**config.mk**
```make
export PLATFORM = sky130hd
export DESIGN_NAME = mario_obj_dma_flat
export DESIGN_NICKNAME = d
export VERILOG_FILES = /design/src/rtl/mario_obj_dma_pkg.sv /design/src/rtl/mario_obj_dma_if.sv /design/src/rtl/mario_obj_dma.sv /design/src/flat_wrapper.sv
export SDC_FILE = /design/constraint.sdc
export NUM_CORES = 1
export LEC_CHECK = 0
export CORE_MARGIN = 3
export CORE_UTILIZATION = 43
export CTS_CLUSTER_DIAMETER = 60
export CTS_CLUSTER_SIZE = 28
export DETAILED_ROUTE_END_ITERATION = 8
export PLACE_DENSITY = 0.68
export RECOVER_POWER = 25
export SYNTH_ARGS = -nofsm -noshare
export SYNTH_HDL_FRONTEND = slang
export SYNTH_SLANG_ARGS = --single-unit
```
**constraint.sdc**
```tcl
create_clock -name I_CLK -period 2.6 [get_ports I_CLK]
set_input_delay 0.52 -clock I_CLK [delete_from_list [all_inputs] [get_ports I_CLK]]
set_output_delay 0.52 -clock I_CLK [all_outputs]
set_load 0.05 [all_outputs]
```
**src/rtl/mario_obj_dma_pkg.sv**
```systemverilog
// Shared types and defaults for the sprite DMA engine that copies work RAM
// into object RAM over the Z80 bus.
package mario_pkg;

  typedef enum logic [2:0] {
    S_IDLE, S_REQ, S_RD_A, S_RD_B, S_WR_A, S_WR_B, S_HOLD, S_REL
  } dma_state_e;

  localparam logic [15:0] MARIO_SRC_BASE = 16'h6900;
  localparam logic [15:0] MARIO_DST_BASE = 16'h7000;
  localparam int          MARIO_LEN      = 384;

  // DMA RDY lives at bit 5 of the misc control latch at 7E85H
  localparam int          MARIO_RDY_BIT  = 5;

  localparam int          CNT_W          = 10;

  // 16-bit address sum, wraps silently past FFFFH
  function automatic logic [15:0] dma_addr(input logic [15:0] base,
                                           input logic [CNT_W-1:0] cnt);
    return base + {6'd0, cnt};
  endfunction

endpackage

```
**src/rtl/mario_obj_dma_if.sv**
```systemverilog
// CPU-side bus as seen by the DMA engine: master = DMA, slave = bus/RAM side.
interface mario_obj_dma_if;
  logic        O_BUSRQ_n;
  logic        I_BUSAK_n;
  logic        O_BUS_EN;
  logic [15:0] O_AB;
  logic [7:0]  O_DB;
  logic [7:0]  I_DB;
  logic        O_MREQ_n;
  logic        O_RD_n;
  logic        O_WR_n;

  modport master (
    output O_BUSRQ_n, O_BUS_EN, O_AB, O_DB, O_MREQ_n, O_RD_n, O_WR_n,
    input  I_BUSAK_n, I_DB
  );

  modport slave (
    input  O_BUSRQ_n, O_BUS_EN, O_AB, O_DB, O_MREQ_n, O_RD_n, O_WR_n,
    output I_BUSAK_n, I_DB
  );
endinterface

```
**src/rtl/mario_obj_dma.sv**
```systemverilog
// Sprite DMA: on a rising DMA RDY edge, grab the Z80 bus and copy LEN bytes
// from SRC_BASE to DST_BASE at 4 clocks per byte, then release the bus.
module mario_obj_dma
  import mario_pkg::*;
#(
  parameter logic [15:0] SRC_BASE = MARIO_SRC_BASE,
  parameter logic [15:0] DST_BASE = MARIO_DST_BASE,
  parameter int          LEN      = MARIO_LEN
) (
  input  logic            I_CLK,
  input  logic            I_RESET_n,
  input  logic            I_RDY,
  mario_obj_dma_if.master bus,
  output logic            O_BUSY,
  output logic            O_DONE
);

  localparam logic [CNT_W-1:0] LAST = CNT_W'(LEN - 1);

  dma_state_e       r_state;
  logic             r_rdy, r_rdy_d;
  logic [CNT_W-1:0] r_cnt;
  logic             r_busrq_n, r_bus_en, r_mreq_n, r_rd_n, r_wr_n;
  logic [15:0]      r_ab;
  logic [7:0]       r_db;
  logic             r_busy, r_done;

  logic             w_trig;
  logic [15:0]      w_src, w_src_nx, w_dst;

  assign w_trig   = r_rdy & ~r_rdy_d;
  assign w_src    = dma_addr(SRC_BASE, r_cnt);
  assign w_src_nx = dma_addr(SRC_BASE, r_cnt + 1'b1);
  assign w_dst    = dma_addr(DST_BASE, r_cnt);

  always_ff @(posedge I_CLK or negedge I_RESET_n) begin
    if (!I_RESET_n) begin
      r_state   <= S_IDLE;
      r_rdy     <= 1'b0;
      r_rdy_d   <= 1'b0;
      r_cnt     <= '0;
      r_busrq_n <= 1'b1;
      r_bus_en  <= 1'b0;
      r_ab      <= '0;
      r_db      <= '0;
      r_mreq_n  <= 1'b1;
      r_rd_n    <= 1'b1;
      r_wr_n    <= 1'b1;
      r_busy    <= 1'b0;
      r_done    <= 1'b0;
    end else begin
      r_rdy   <= I_RDY;
      r_rdy_d <= r_rdy;
      r_done  <= 1'b0;
      unique case (r_state)
        S_IDLE: if (w_trig) begin
          r_state   <= S_REQ;
          r_busy    <= 1'b1;
          r_busrq_n <= 1'b0;
          r_cnt     <= '0;
        end
        // REQ and HOLD both (re)start the current byte from its read
        S_REQ, S_HOLD: if (!bus.I_BUSAK_n) begin
          r_state  <= S_RD_A;
          r_bus_en <= 1'b1;
          r_ab     <= w_src;
          r_mreq_n <= 1'b0;
          r_rd_n   <= 1'b0;
        end
        S_RD_A, S_RD_B, S_WR_A, S_WR_B: begin
          if (bus.I_BUSAK_n) begin
            // bus stolen: float everything, keep requesting, redo this byte
            r_state  <= S_HOLD;
            r_bus_en <= 1'b0;
            r_mreq_n <= 1'b1;
            r_rd_n   <= 1'b1;
            r_wr_n   <= 1'b1;
          end else begin
            unique case (r_state)
              S_RD_A: r_state <= S_RD_B;
              S_RD_B: begin
                r_state <= S_WR_A;
                r_db    <= bus.I_DB;
                r_ab    <= w_dst;
                r_rd_n  <= 1'b1;
              end
              S_WR_A: begin
                r_state <= S_WR_B;
                r_wr_n  <= 1'b0;
              end
              default: begin
                r_wr_n <= 1'b1;
                r_cnt  <= r_cnt + 1'b1;
                if (r_cnt == LAST) begin
                  r_state   <= S_REL;
                  r_busrq_n <= 1'b1;
                  r_bus_en  <= 1'b0;
                  r_mreq_n  <= 1'b1;
                end else begin
                  r_state <= S_RD_A;
                  r_ab    <= w_src_nx;
                  r_rd_n  <= 1'b0;
                end
              end
            endcase
          end
        end
        S_REL: if (bus.I_BUSAK_n) begin
          r_state <= S_IDLE;
          r_busy  <= 1'b0;
          r_done  <= 1'b1;
        end
        default: r_state <= S_IDLE;
      endcase
    end
  end

  assign bus.O_BUSRQ_n = r_busrq_n;
  assign bus.O_BUS_EN  = r_bus_en;
  assign bus.O_AB      = r_ab;
  assign bus.O_DB      = r_db;
  assign bus.O_MREQ_n  = r_mreq_n;
  assign bus.O_RD_n    = r_rd_n;
  assign bus.O_WR_n    = r_wr_n;
  assign O_BUSY        = r_busy;
  assign O_DONE        = r_done;

endmodule
```
**src/flat_wrapper.sv**
```systemverilog
// flat-port wrapper written by rule: the top's interface ports become plain ports
module mario_obj_dma_flat import mario_pkg::*;
#(
  parameter logic [15:0] SRC_BASE = MARIO_SRC_BASE,
  parameter logic [15:0] DST_BASE = MARIO_DST_BASE,
  parameter int          LEN      = MARIO_LEN
)
  (I_CLK, I_RESET_n, I_RDY, O_BUSY, O_DONE, bus_O_BUSRQ_n, bus_O_BUS_EN, bus_O_AB, bus_O_DB, bus_O_MREQ_n, bus_O_RD_n, bus_O_WR_n, bus_I_BUSAK_n, bus_I_DB);
  mario_obj_dma_if bus_i ();
  input  logic I_CLK;
  input  logic I_RESET_n;
  input  logic I_RDY;
  output logic O_BUSY;
  output logic O_DONE;
  output wire logic [$bits(bus_i.O_BUSRQ_n)-1:0] bus_O_BUSRQ_n;
  output wire logic [$bits(bus_i.O_BUS_EN)-1:0] bus_O_BUS_EN;
  output wire logic [$bits(bus_i.O_AB)-1:0] bus_O_AB;
  output wire logic [$bits(bus_i.O_DB)-1:0] bus_O_DB;
  output wire logic [$bits(bus_i.O_MREQ_n)-1:0] bus_O_MREQ_n;
  output wire logic [$bits(bus_i.O_RD_n)-1:0] bus_O_RD_n;
  output wire logic [$bits(bus_i.O_WR_n)-1:0] bus_O_WR_n;
  input wire logic [$bits(bus_i.I_BUSAK_n)-1:0] bus_I_BUSAK_n;
  input wire logic [$bits(bus_i.I_DB)-1:0] bus_I_DB;
  assign bus_O_BUSRQ_n = bus_i.O_BUSRQ_n;
  assign bus_O_BUS_EN = bus_i.O_BUS_EN;
  assign bus_O_AB = bus_i.O_AB;
  assign bus_O_DB = bus_i.O_DB;
  assign bus_O_MREQ_n = bus_i.O_MREQ_n;
  assign bus_O_RD_n = bus_i.O_RD_n;
  assign bus_O_WR_n = bus_i.O_WR_n;
  assign bus_i.I_BUSAK_n = bus_I_BUSAK_n;
  assign bus_i.I_DB = bus_I_DB;
  mario_obj_dma #(.SRC_BASE(SRC_BASE), .DST_BASE(DST_BASE), .LEN(LEN)) u_core (.I_CLK(I_CLK), .I_RESET_n(I_RESET_n), .I_RDY(I_RDY), .bus(bus_i), .O_BUSY(O_BUSY), .O_DONE(O_DONE));
endmodule
```
After elaboration in Yosys (flattened, before gate mapping)
Cells that the tools add are included.
{"block": "classes", "n_addsub": 4, "eq_ne": 21, "mux": 40, "bitwise": 3, "n_reduce_logical": 18}
{"operator": "16-bit one-hot mux with 2 select lines", "n": 2}
{"operator": "15-bit by 10-bit adder with 16-bit output, first input constant", "n": 3}
{"operator": "16-bit two-way mux", "n": 3}
{"operator": "10-bit two-way mux", "n": 3}
{"operator": "10-bit one-hot mux with 2 select lines", "n": 1}
{"operator": "1-bit two-way mux", "n": 17}
{"operator": "3-bit two-way mux", "n": 5}
{"operator": "1-bit one-hot mux with 2 select lines", "n": 7}
{"operator": "3-bit == test, second input constant", "n": 4}
{"operator": "3-bit one-hot mux with 4 select lines", "n": 1}
{"operator": "4-bit AND reduction", "n": 3}
{"operator": "10-bit by 1-bit adder with 10-bit output, second input constant", "n": 1}
{"operator": "10-bit by 9-bit == test with 1-bit output, second input constant", "n": 1}
{"operator": "2-bit != test, second input constant", "n": 5}
{"operator": "5-bit AND reduction", "n": 2}
{"operator": "3-bit != test, second input constant", "n": 3}
{"operator": "3-bit one-hot mux with 3 select lines", "n": 1}
{"operator": "3-bit AND reduction", "n": 3}
{"operator": "3-bit by 2-bit == test with 1-bit output, second input constant", "n": 2}
{"operator": "2-bit by 1-bit != test with 1-bit output, second input constant", "n": 3}
{"operator": "2-bit nonzero test", "n": 3}
{"operator": "2-bit OR reduction", "n": 3}
{"operator": "4-bit != test, second input constant", "n": 1}
{"operator": "4-bit OR reduction", "n": 1}
{"operator": "7 further kinds", "n": 8}
{"block": "totals", "reg_bits": 46, "input_bits": 12, "elab_cells": 99}

Depth between registers and ports, before layout
Gate-level depths: netlist of run 1.
{"block": "depth", "word_depth": 6, "ltp_mapped": 10, "mapped_depth_nobuf": 9}

Least setup slack after synthesis of run 1
No wires, ideal clock.
{"block": "synth_timing", "path_kind": "register to register", "startpoint": "register u_core.r_state[2]", "endpoint": "register u_core.r_cnt[8]", "setup_ns": 0.124, "arrival_ns": 2.001, "required_time_ns": 2.476, "slack_ns": 0.475, "stages_incl_launch_ff": 9, "n_path_buf": 3, "synth_period_minus_slack_ns": 2.125, "path_cell_list": "dfrtp_1 > buf_2 > inv_1 > ha_1 > clkbuf_1 > o21bai_1 > o211ai_2 > buf_2 > a211o_1"}
{"block": "synth_between", "elab_chain_len": 4, "word_cells_on_any_way": 13, "classes_between": "eq/ne: 7; mux: 1; reduce/logical: 5"}
{"item": "start, declared", "line_no": "mario_obj_dma.sv:20", "rtl": "dma_state_e r_state;"}
{"item": "start signal, assigned", "line_no": "mario_obj_dma.sv:38", "rtl": "r_state <= S_IDLE;"}
{"item": "start signal, assigned", "line_no": "mario_obj_dma.sv:57", "rtl": "r_state <= S_REQ;"}
{"item": "start signal, assigned", "line_no": "mario_obj_dma.sv:64", "rtl": "r_state <= S_RD_A;"}
{"item": "3-bit == test, or another cell as far along", "line_no": "mario_obj_dma.sv:55", "rtl": "unique case (r_state)"}
{"item": "4-bit OR reduction / 3-bit OR reduction (equally long branches)"}
{"item": "2-bit != test (no line) / 2-bit nonzero test (equally long branches)"}
{"item": "4-bit AND reduction (no line)"}
{"item": "end signal, assigned", "line_no": "mario_obj_dma.sv:93", "rtl": "r_cnt <= r_cnt + 1'b1;"}
{"item": "end, declared", "line_no": "mario_obj_dma.sv:22", "rtl": "logic [CNT_W-1:0] r_cnt;"}
Several ways; a longest one is shown, not always the timed one.
A chain may end at the register's enable or synchronous reset.

Worst setup path after layout of run 1
{"block": "layout_timing", "startpoint": "register u_core.r_cnt[1]", "endpoint": "register u_core.r_ab[9] (netlist: u_core.bus.O_AB[9])"}
{"block": "layout_between", "elab_chain_len": 6, "word_cells_on_any_way": 12, "classes_between": "add/sub: 4; eq/ne: 2; mux: 5; reduce/logical: 1"}
{"item": "10-bit by 1-bit adder with 10-bit output", "line_no": "mario_obj_dma.sv:33", "rtl": "assign w_src_nx = dma_addr(SRC_BASE, r_cnt + 1'b1);"}
{"item": "15-bit by 10-bit adder with 16-bit output", "line_no": "mario_obj_dma_pkg.sv:21", "rtl": "return base + {6'd0, cnt};"}
{"item": "16-bit two-way mux", "line_no": "mario_obj_dma.sv:94", "rtl": "if (r_cnt == LAST) begin"}
{"item": "16-bit one-hot mux with 2 select lines", "line_no": "mario_obj_dma.sv:79", "rtl": "unique case (r_state)"}
{"item": "16-bit two-way mux", "line_no": "mario_obj_dma.sv:71", "rtl": "if (bus.I_BUSAK_n) begin"}
{"item": "16-bit one-hot mux with 2 select lines", "line_no": "mario_obj_dma.sv:55"}
{"item": "end signal, assigned", "line_no": "mario_obj_dma.sv:66", "rtl": "r_ab <= w_src;"}
{"item": "end signal, assigned", "line_no": "mario_obj_dma.sv:84", "rtl": "r_ab <= w_dst;"}
{"item": "end signal, assigned", "line_no": "mario_obj_dma.sv:101", "rtl": "r_ab <= w_src_nx;"}
{"item": "end, declared", "line_no": "mario_obj_dma.sv:24", "rtl": "logic [15:0] r_ab;"}
Several ways; a longest one is shown, not always the timed one. The select of a mux whose other input is x is not followed.

==> results of run 1 <==
-- power by group through the flow --
stage | clock network (mW) | logic, mW | registers [mW]
global route | 0.465 | 2.77 | 1.22
finish | 0.424 | 2.55 | 1.18
detailed placement | 0 | 2.56 | 1.19
CTS | 0.437 | 2.57 | 1.18
global placement | 0 | 2.54 | 1.18
floorplan | 0 | 1.29 | 1.76
-- per-stage QoR --
stage	total power [mW]	setup WS, ns	cell area (um^2)	std cells	util [%]
after CTS	4.18	0.269	2900	356	55.8
after global placement	3.73	0.368	2820	348	54.2
final	4.15	0.277	2900	356	55.7
after floorplan	3.05	0.475	2370	250	-
after global routing	4.46	0.0222	2900	356	55.7
after detailed placement	3.74	0.283	2820	348	54.2
-- logic make-up after synthesis --
| family | after synthesis |
|---|---|
| multiplexers | 13 |
| other | 1 |
| adder cells (fa/ha/maj) | 5 |
| AND/OR/NAND/NOR | 90 |
| XOR/XNOR | 12 |
| AO/OA/AOI/OAI | 58 |
| buffers and inverters | 27 |
| flip-flops | 44 |
-- what timing repair did --
item | in CTS | in global routing
setup endpoints to repair | 0 | 1
gates resized for setup | 0 | 1
endpoints found under the hold margin | 0 | 0
hold buffers | 0 | 0
-- worst max path at each step --
| stage | start | to | cells after the start |
|---|---|---|---|
| after floorplan | u_core.r_state[2]$_DFFE_PN0P_ | u_core.r_cnt[8]$_DFFE_PN0P_ | 8 |
| after global placement | u_core.r_cnt[0]$_DFFE_PN0P_ | u_core.bus.O_AB[9]$_DFFE_PN0P_ | 8 |
| after detailed placement | u_core.r_cnt[0]$_DFFE_PN0P_ | u_core.bus.O_AB[9]$_DFFE_PN0P_ | 8 |
| after CTS | u_core.r_cnt[0]$_DFFE_PN0P_ | u_core.bus.O_AB[9]$_DFFE_PN0P_ | 8 |
| after global routing | u_core.r_cnt[1]$_DFFE_PN0P_ | u_core.bus.O_AB[9]$_DFFE_PN0P_ | 8 |
| final | u_core.r_cnt[1]$_DFFE_PN0P_ | u_core.bus.O_AB[9]$_DFFE_PN0P_ | 8 |
-- Yosys cell counts, types with 3 or more instances --
cell / count
nand2b_1: 3
a31oi_1: 3
xnor2_1: 10
and4_1: 3
nand4_1: 3
nand3_1: 3
nor3_1: 7
clkbuf_1: 10
dfstp_2: 4
buf_2: 6
inv_1: 7
ha_1: 5
buf_4: 3
nand3b_1: 3
nand2_1: 21
o21ai_0: 13
mux2_2: 9
nor2_1: 31
dfrtp_1: 40
a21oi_1: 20
-- flip-flops by register name, indices dropped and copies added (netlist names), 3 cells and up --
signal           count
u_core.r_cnt        10
u_core.bus.O_AB     14
u_core.r_state       3
u_core.bus.O_DB      8
-- metal layers --
metal  vias up  routed length, um  part of all wire [%]
met5         -                  0                     0
li1        942                  -                     -
met3         6                235                   4.8
met4         0                 55                   1.1
met2        38               2310                    47
met1       912               2280                    47
-- final cells by class --
type / instances / share of cell area [%]
repair buffers: 48 / 15.7
flip-flops and latches: 44 / 38.2
clock inverters: 2 / 0.431
well taps: 70 / 3.02
clock buffers: 6 / 2.50
multi-input cells: 179 / 39.3
inverters: 7 / 0.906
==> results, run 1 <==
- The slowest stage of the critical path belongs to the cell dfrtp_1.
- The count of buffers added by post-CTS timing repair for setup is 0.
- The via count of the first global-routing pass is 1,835.
- The number of endpoints with negative hold slack in the final report came to 0.
- The final count of negative-setup-slack endpoints is 0.
- The clock root buffer master is clkbuf_8.
- The synthesis-to-finish area growth is 22.6%.
- Between clock sinks in the finished design, the worst skew comes to about 0.009 ns.
- Summing all multi-input logic gate instances after layout gives approximately 0.0011 mm^2.
- Setup repair after global routing left no endpoint under its margin.
- The final critical path time including I/O delays and setup is between 2 and 2.5 ns.
- The multiplexer area fraction after synthesis is under 10%.
- The number of top-level pins is 43.
- The start-to-end type of the worst setup path is register to register.
- Headroom to the max-slew limit came out at roughly two fifths.
- Counting flops with an async set or reset pin after synthesis yields a share of 100%.
- The type of origin of the critical path is a register.
- The core region is between 0.005 and 0.006 mm^2.
- Global routing used 21.6% of the available met1 tracks.
- On the worst path, the slowest cell contributes a delay of 0.44 ns.
- The adder and majority cell fraction of the synthesized area is 2.64%.
- The initial utilization of the core area, before any placement, comes to 45.5%.
- The number of antenna violations at the first check in global routing is 0.
- After global routing, the most crowded layer is met2.
- The number of routed nets with antenna violations is 0.
- The top cell types in the final layout, fill and taps aside, are 39 x clkdlybuf4s50_1, 39 x dfrtp_1, 31 x nor2_1, 21 x nand2_1, 20 x a21oi_1.
- Cell internal power was estimated by the tool at 2.09 mW.
- The number of antenna diodes in the final layout is 0.
- The row count is 26.
- The final sum of negative setup slack is 0 ns.
- Clock-pin slew was measured on the worst setup and hold paths at 0.09 ns.
- The final estimated routing congestion in global placement is 0.862.
- IR analysis of the VDD net gives a maximum drop of 634 uV.
- After detailed routing, the average wire length per cell comes to 13.7 um.
- Sorting the synthesized cells by area gives the leading types as dfrtp_1 42%, nor2_1 4.9%, dfstp_2 4.4%.
- Along the worst path, the maximum fanout reaches 6.
- Dividing the detail-routed via count by the number of cells gives 5.33.
- Across all layers, the routed design uses about 1,900 vias.
- The sequential cell area is 0.00111 mm^2.
- The overall die width is around 80 um.
- The predominant post-synthesis flop cell is dfrtp_1.
- The synthesized area per cell is 9.47 um^2.
- The end of the worst register-to-register path is u_core.bus.O_AB[9]$_DFFE_PN0P_.
- dfrtp_1 takes more of the synthesized area than any other cell.
- Counting along the longest clock path gives a buffer depth of 2.
- The final-stage net count is 302.
- For this run, design rule violations remaining after detail routing come to 0.
- Dividing the final minimum period by the clock period gives between 80% and 90%.
- The fraction of final layout cells with drive strength greater than 1 is 12.9%.
- The slew at the pin with the worst max-slew slack is 0.922 ns.
- In this run the power density over the cells is 1430 mW/mm^2.
- In this run the critical register-to-register path is launched from u_core.r_cnt[1]$_DFFE_PN0P_.
- Entering global routing, the biggest net connects 29 pins.
- The most used cell along the critical path is ha_1.
- The number of violations reported at the end of detailed-routing iteration 0 is between 70 and 80.
- Clock tree synthesis found a total of 44 sinks.
- The tool flagged a number of max-cap violations equal to 0.
- Synthesis produced a netlist whose cell count is 250.
- Wires add up to 4880 um.
- The clock network burns 10.2% of the power.
- The number of CTS-inserted buffers is 5.
- The cell family with the largest share of critical-path delay is adder cells.
- The sequential share of power is 28.5%.
- The classification of the worst-slack hold path is input pin to asynchronous set/reset pin.
- From bottom edge to top edge, the die measures 80.2 um.
- At the later pin of the worst-skew pair, clock insertion delay measures 0.30 ns.
- The worst reg-to-reg path cell count is 8.
- The register bit count reported by yosys is 44.
- The layout filler cell count is 488.
- The final max-slew violation count is 0.
- The total overflow left after global routing is 0.
- After synthesis, the largest family of logic cells by area is simple AND/OR/NAND/NOR gates.
- The share of the synthesized area in the top cell type is 42.3%.
- The total global routing track utilization is 16.5%.
- The complex-gate fraction of the synthesized area is 15.8%.
- The arrival time of data at the critical path endpoint is 2.51 ns.
- The setup slack on the worst flop-to-flop path is roughly 0.28 ns.
- The synthesized netlist occupies a cell area of about 0.0024 mm^2.
- The critical path contains buffers and inverters numbering 0 combined.
- Traced cell by cell, the critical path runs through ha_1 -> and4_1 -> nand4_1 -> xnor2_1 -> ha_1 -> a211oi_1 -> a21oi_1 -> mux2_1.
- After synthesis, the netlist uses 57 different library cells.
- The TritonCTS clock tree is built.
- The synthesized netlist devotes about a fifth of its cell area to simple gates.
- The number of flops mapped to enable cells by yosys is 0.
- After synthesis, flip-flops and latches occupy 46.7% of the total area.
- Detailed placement finished with a half-perimeter wire length of between 3000 and 4000 um.
- Global routing consumed, on the met3 layer, 5.04% of the routing resources.
- The achievable frequency is 0.430 GHz.
- The floorplan step defined a die boundary enclosing roughly 0.0064 mm^2.
- After Yosys synthesis, XOR and XNOR cells account for ~4.4% of the synthesized area.
- Final hold analysis gives a worst-case slack of 0.330 ns.
- The leakage dissipation is 1.21 nW.
- In this run the number of H-tree levels came out at 2.
- The net switching share of the total power is between 40 and 50%.
- The fraction of met2 tracks used by global routing is 26.7%.
- The kind of end point of the critical path is a register.
- The number of iterations in the first detailed-routing pass is 5.
- The share of power burned in combinational logic is 61.3%.
- The run finished with clean final reports.
- The count of yosys warnings during synthesis is 0.
- The number of port buffers is 41.
- For this design the total switching power over the nets is 2.06 mW.
- The first global-routing pass estimated between 8000 and 9000 um of wire.
- The synthesized netlist net count is 267.
- STA puts the critical path data required time at 2.79 ns.
Power figures use the tool's default switching activity.
==> inputs of run 2 (changes only) <==
--- a/config.mk
+++ b/config.mk
@@ -10,7 +10,7 @@
 export CTS_CLUSTER_DIAMETER = 60
 export CTS_CLUSTER_SIZE = 28
 export DETAILED_ROUTE_END_ITERATION = 8
-export PLACE_DENSITY = 0.68
+export PLACE_DENSITY = 0.7
 export RECOVER_POWER = 25
 export SYNTH_ARGS = -nofsm -noshare
 export SYNTH_HDL_FRONTEND = slang
==> constraint.sdc (replaced) <==
create_clock -name I_CLK -period 2.1 [get_ports I_CLK]
set_input_delay 0.42 -clock I_CLK [delete_from_list [all_inputs] [get_ports I_CLK]]
set_output_delay 0.42 -clock I_CLK [all_outputs]
set_load 0.05 [all_outputs]
==> results, run 2 (synthesis results as in run 1) <==
- The flow ran to the end, and the final reports show no timing, DRC or antenna violations.
- The endpoint required time on the critical path is between 2 and 2.5 ns.
- The y dimension of the die is 80.2 um.
- Data on the critical path arrives at its endpoint at ~2.2 ns.
- The number of antenna violations at the first check in global routing is 0.
- The final critical path time including I/O delays and setup is 2.00 ns.
- The wire length of the first global-routing pass is approximately 8600 um.
- The worst setup skew after layout is 0.00853 ns.
- The sequential cell area is 0.00111 mm^2.
- Of the cells placed in the final design, the portion with a size suffix greater than 1 is 20.6%.
- The relative max-transition margin is 8.70%.
- The total global routing track utilization is around 17%.
- The slew at the pin with the worst max-slew slack is 1.37 ns.
- Setup violations remaining at the end of the flow were counted as 0.
- The repair_antennas step left the layout with diodes totalling 0.
- Fill cells in the final layout number 461.
- On the critical path the largest part of the delay comes from adder cells.
- The row count is 26.
- The number of top-level pins is 43.
- For this configuration, the core starts out at a cell density of 45.5%.
- The die is around 80 um wide.
- The final estimated routing congestion in global placement is 0.854.
- After detailed routing, the number of vias per cell comes to approximately 5.3.
- The total congestion overflow is 0.
- Along the worst path, the maximum fanout reaches 2.
- STA classifies the critical path startpoint as a register.
- The die covers 0.00643 mm^2.
- The worst-case clock buffer depth is 2.
- The hold-fix buffer count after cts is 0.
- After detailed routing, the average wire length per cell comes to about 14 um.
- The total power after layout is roughly 5.5 mW.
- The logic depth of the worst setup path including buffers is 8.
- The worst voltage drop across the vdd grid is 874 uV.
- The clock latency reported for the late side of the worst-skew pair is 0.30 ns.
- The area occupied by multi-input gates is ~0.0012 mm^2.
- The signal on the critical path passes through ha_4 -> and4_4 -> nand4_1 -> xnor2_1 -> ha_1 -> a211oi_2 -> a21oi_1 -> mux2_1.
- The overall routed net length is 5100 um.
- Post-CTS timing repair inserted 0 buffers for setup.
- The cell sitting at the root of the clock tree is a clkbuf_8.
- The number of port buffers is 41.
- The cell with the largest stage delay on the worst path is dfrtp_1.
- The post-layout utilization of the core is 59.0%.
- The depth of the CTS H-tree is 2.
- The largest stage delay on the critical path is 0.40 ns.
- The setup path with the least slack is of type register to register.
- The number of clock buffers added by TritonCTS is 5.
- The first TritonRoute pass finished after 4 iterations.
- The library cells used most frequently in the layout, excluding fill and tap cells, are 39 x dfrtp_1, 35 x clkdlybuf4s50_1, 30 x nor2_1, 24 x buf_4, 21 x nand2_1.
- The via count of the first global-routing pass is 1,834.
- The area inside the core boundary is approximately 0.0052 mm^2.
- The clock net in this run drives a total of 44 sinks.
- The synthesis-to-finish area growth is 29.8%.
- The number of flip-flops in the largest register is 14.
- The period utilization is 95.3%.
- TritonCTS built the clock tree.
- The leading cell type in the layout, fill and taps excluded is dfrtp_1.
- The remaining design rule violation count is 0.
- The final max-slew violation count is 0.
- The count of buffering cells on the critical path with inverters included is 0.
- The number of violations reported at the end of detailed-routing iteration 0 is 73.
- Power spread over the standard cell area amounts to 1800 mW/mm^2.
- The classification of the worst-slack hold path is register to register.
- The worst reg-to-reg path cell count is 8.
- Timing analysis after detailed placement gives a worst setup slack of 0.102 ns.
- The final setup slack of the worst path is a little under 0.1 ns.
- The post-detailed-placement half-perimeter wirelength is 3730 um.
- Max-cap violations in this run came to 0.
- The final-stage net count is approximately 320.
- Timing would allow up to 0.500 GHz.
- The leakage dissipation is 1.30 nW.
- After clock tree synthesis, the clock-pin slew on the worst setup and hold paths is approximately 0.09 ns.
- The number of endpoints with negative hold slack in the final report is 0.
- The post-cts sizing count is 0.
- Entering global routing, the biggest net connects 25 pins.
- The number of vias after detailed routing is about 2,000.
- The number of cells on the worst hold path is 0.
- The number of routed nets with antenna violations is 0.
- The kind of end point of the critical path is a register.
==> run 2: per-layer routing <==
layer  vias to the layer above  track usage (%)  part of all wire, %
met5                         -                0                    0
met4                         0             4.22                  1.1
met3                         6             4.82                  5.8
met2                        43             27.2                   48
met1                       939             22.7                   46
li1                        968                -                    -
==> run 2: path summary, 6_finish.rpt <==
kind                                                  start                              to  slack (ns)
worst max-delay path            u_core.r_cnt[1]$_DFFE_PN0P_  u_core.bus.O_AB[9]$_DFFE_PN0P_         0.1
worst min-delay path                 u_core.r_rdy$_DFF_PN0_        u_core.r_rdy_d$_DFF_PN0_        0.41
worst max register to register  u_core.r_cnt[1]$_DFFE_PN0P_  u_core.bus.O_AB[9]$_DFFE_PN0P_         0.1
worst min register to register       u_core.r_rdy$_DFF_PN0_        u_core.r_rdy_d$_DFF_PN0_        0.41
max in group asynchronous                         I_RESET_n  u_core.bus.O_AB[0]$_DFFE_PN0P_        0.59
min in group asynchronous                         I_RESET_n  u_core.bus.O_AB[3]$_DFFE_PN0P_        0.42
==> run 2: area by class of cell <==
class / count / share of cell area, %
Clock buffer: 5 / 2.24
Clock inverter: 3 / 1.51
Inverter: 7 / 0.855
Multi-Input combinational cell: 179 / 38.0
Sequential cell: 44 / 36.0
Tap cell: 70 / 2.85
Timing Repair Buffer: 63 / 18.5
==> run 2: power by group <==
part,leakage [nW],switching (mW),internal [mW]
Clock,0.0548,0.313,0.359
Sequential,0.529,0.200,1.19
Combinational,0.714,2.13,1.35
==> run 2: worst reg2reg max path, delay by kind of cell (launching register included) <==
family / cells / cell delay (ns)
adder cells (fa/ha/maj): 2 / 0.41
flip-flops: 1 / 0.40
AND/OR/NAND/NOR: 2 / 0.35
multiplexers: 1 / 0.29
AO/OA/AOI/OAI: 2 / 0.22
XOR/XNOR: 1 / 0.22
==> run 2: per-stage QoR <==
stage / setup TNS (ns) / hold WS (ns) / std cells / cell area [um^2]
floorplan: 0 / 0.124 / 250 / 2380
global placement: 0 / 0.380 / 363 / 2950
detailed placement: 0 / 0.388 / 363 / 2950
CTS: 0 / 0.127 / 371 / 3060
global route: -0.0163 / 0.427 / 371 / 3070
finish: 0 / 0.410 / 371 / 3070
==> inputs of run 3 (changes only) <==
--- a/config.mk
+++ b/config.mk
@@ -5,11 +5,13 @@
 export SDC_FILE = /design/constraint.sdc
 export NUM_CORES = 1
 export LEC_CHECK = 0
+export CAP_MARGIN = 30
 export CORE_MARGIN = 3
 export CORE_UTILIZATION = 43
 export CTS_CLUSTER_DIAMETER = 60
 export CTS_CLUSTER_SIZE = 28
 export DETAILED_ROUTE_END_ITERATION = 8
+export HOLD_SLACK_MARGIN = 0.03
 export PLACE_DENSITY = 0.7
 export RECOVER_POWER = 25
 export SYNTH_ARGS = -nofsm -noshare
==> results of run 3 <==
Same layout as run 2: the final DEF is identical, and so are final timing and power.
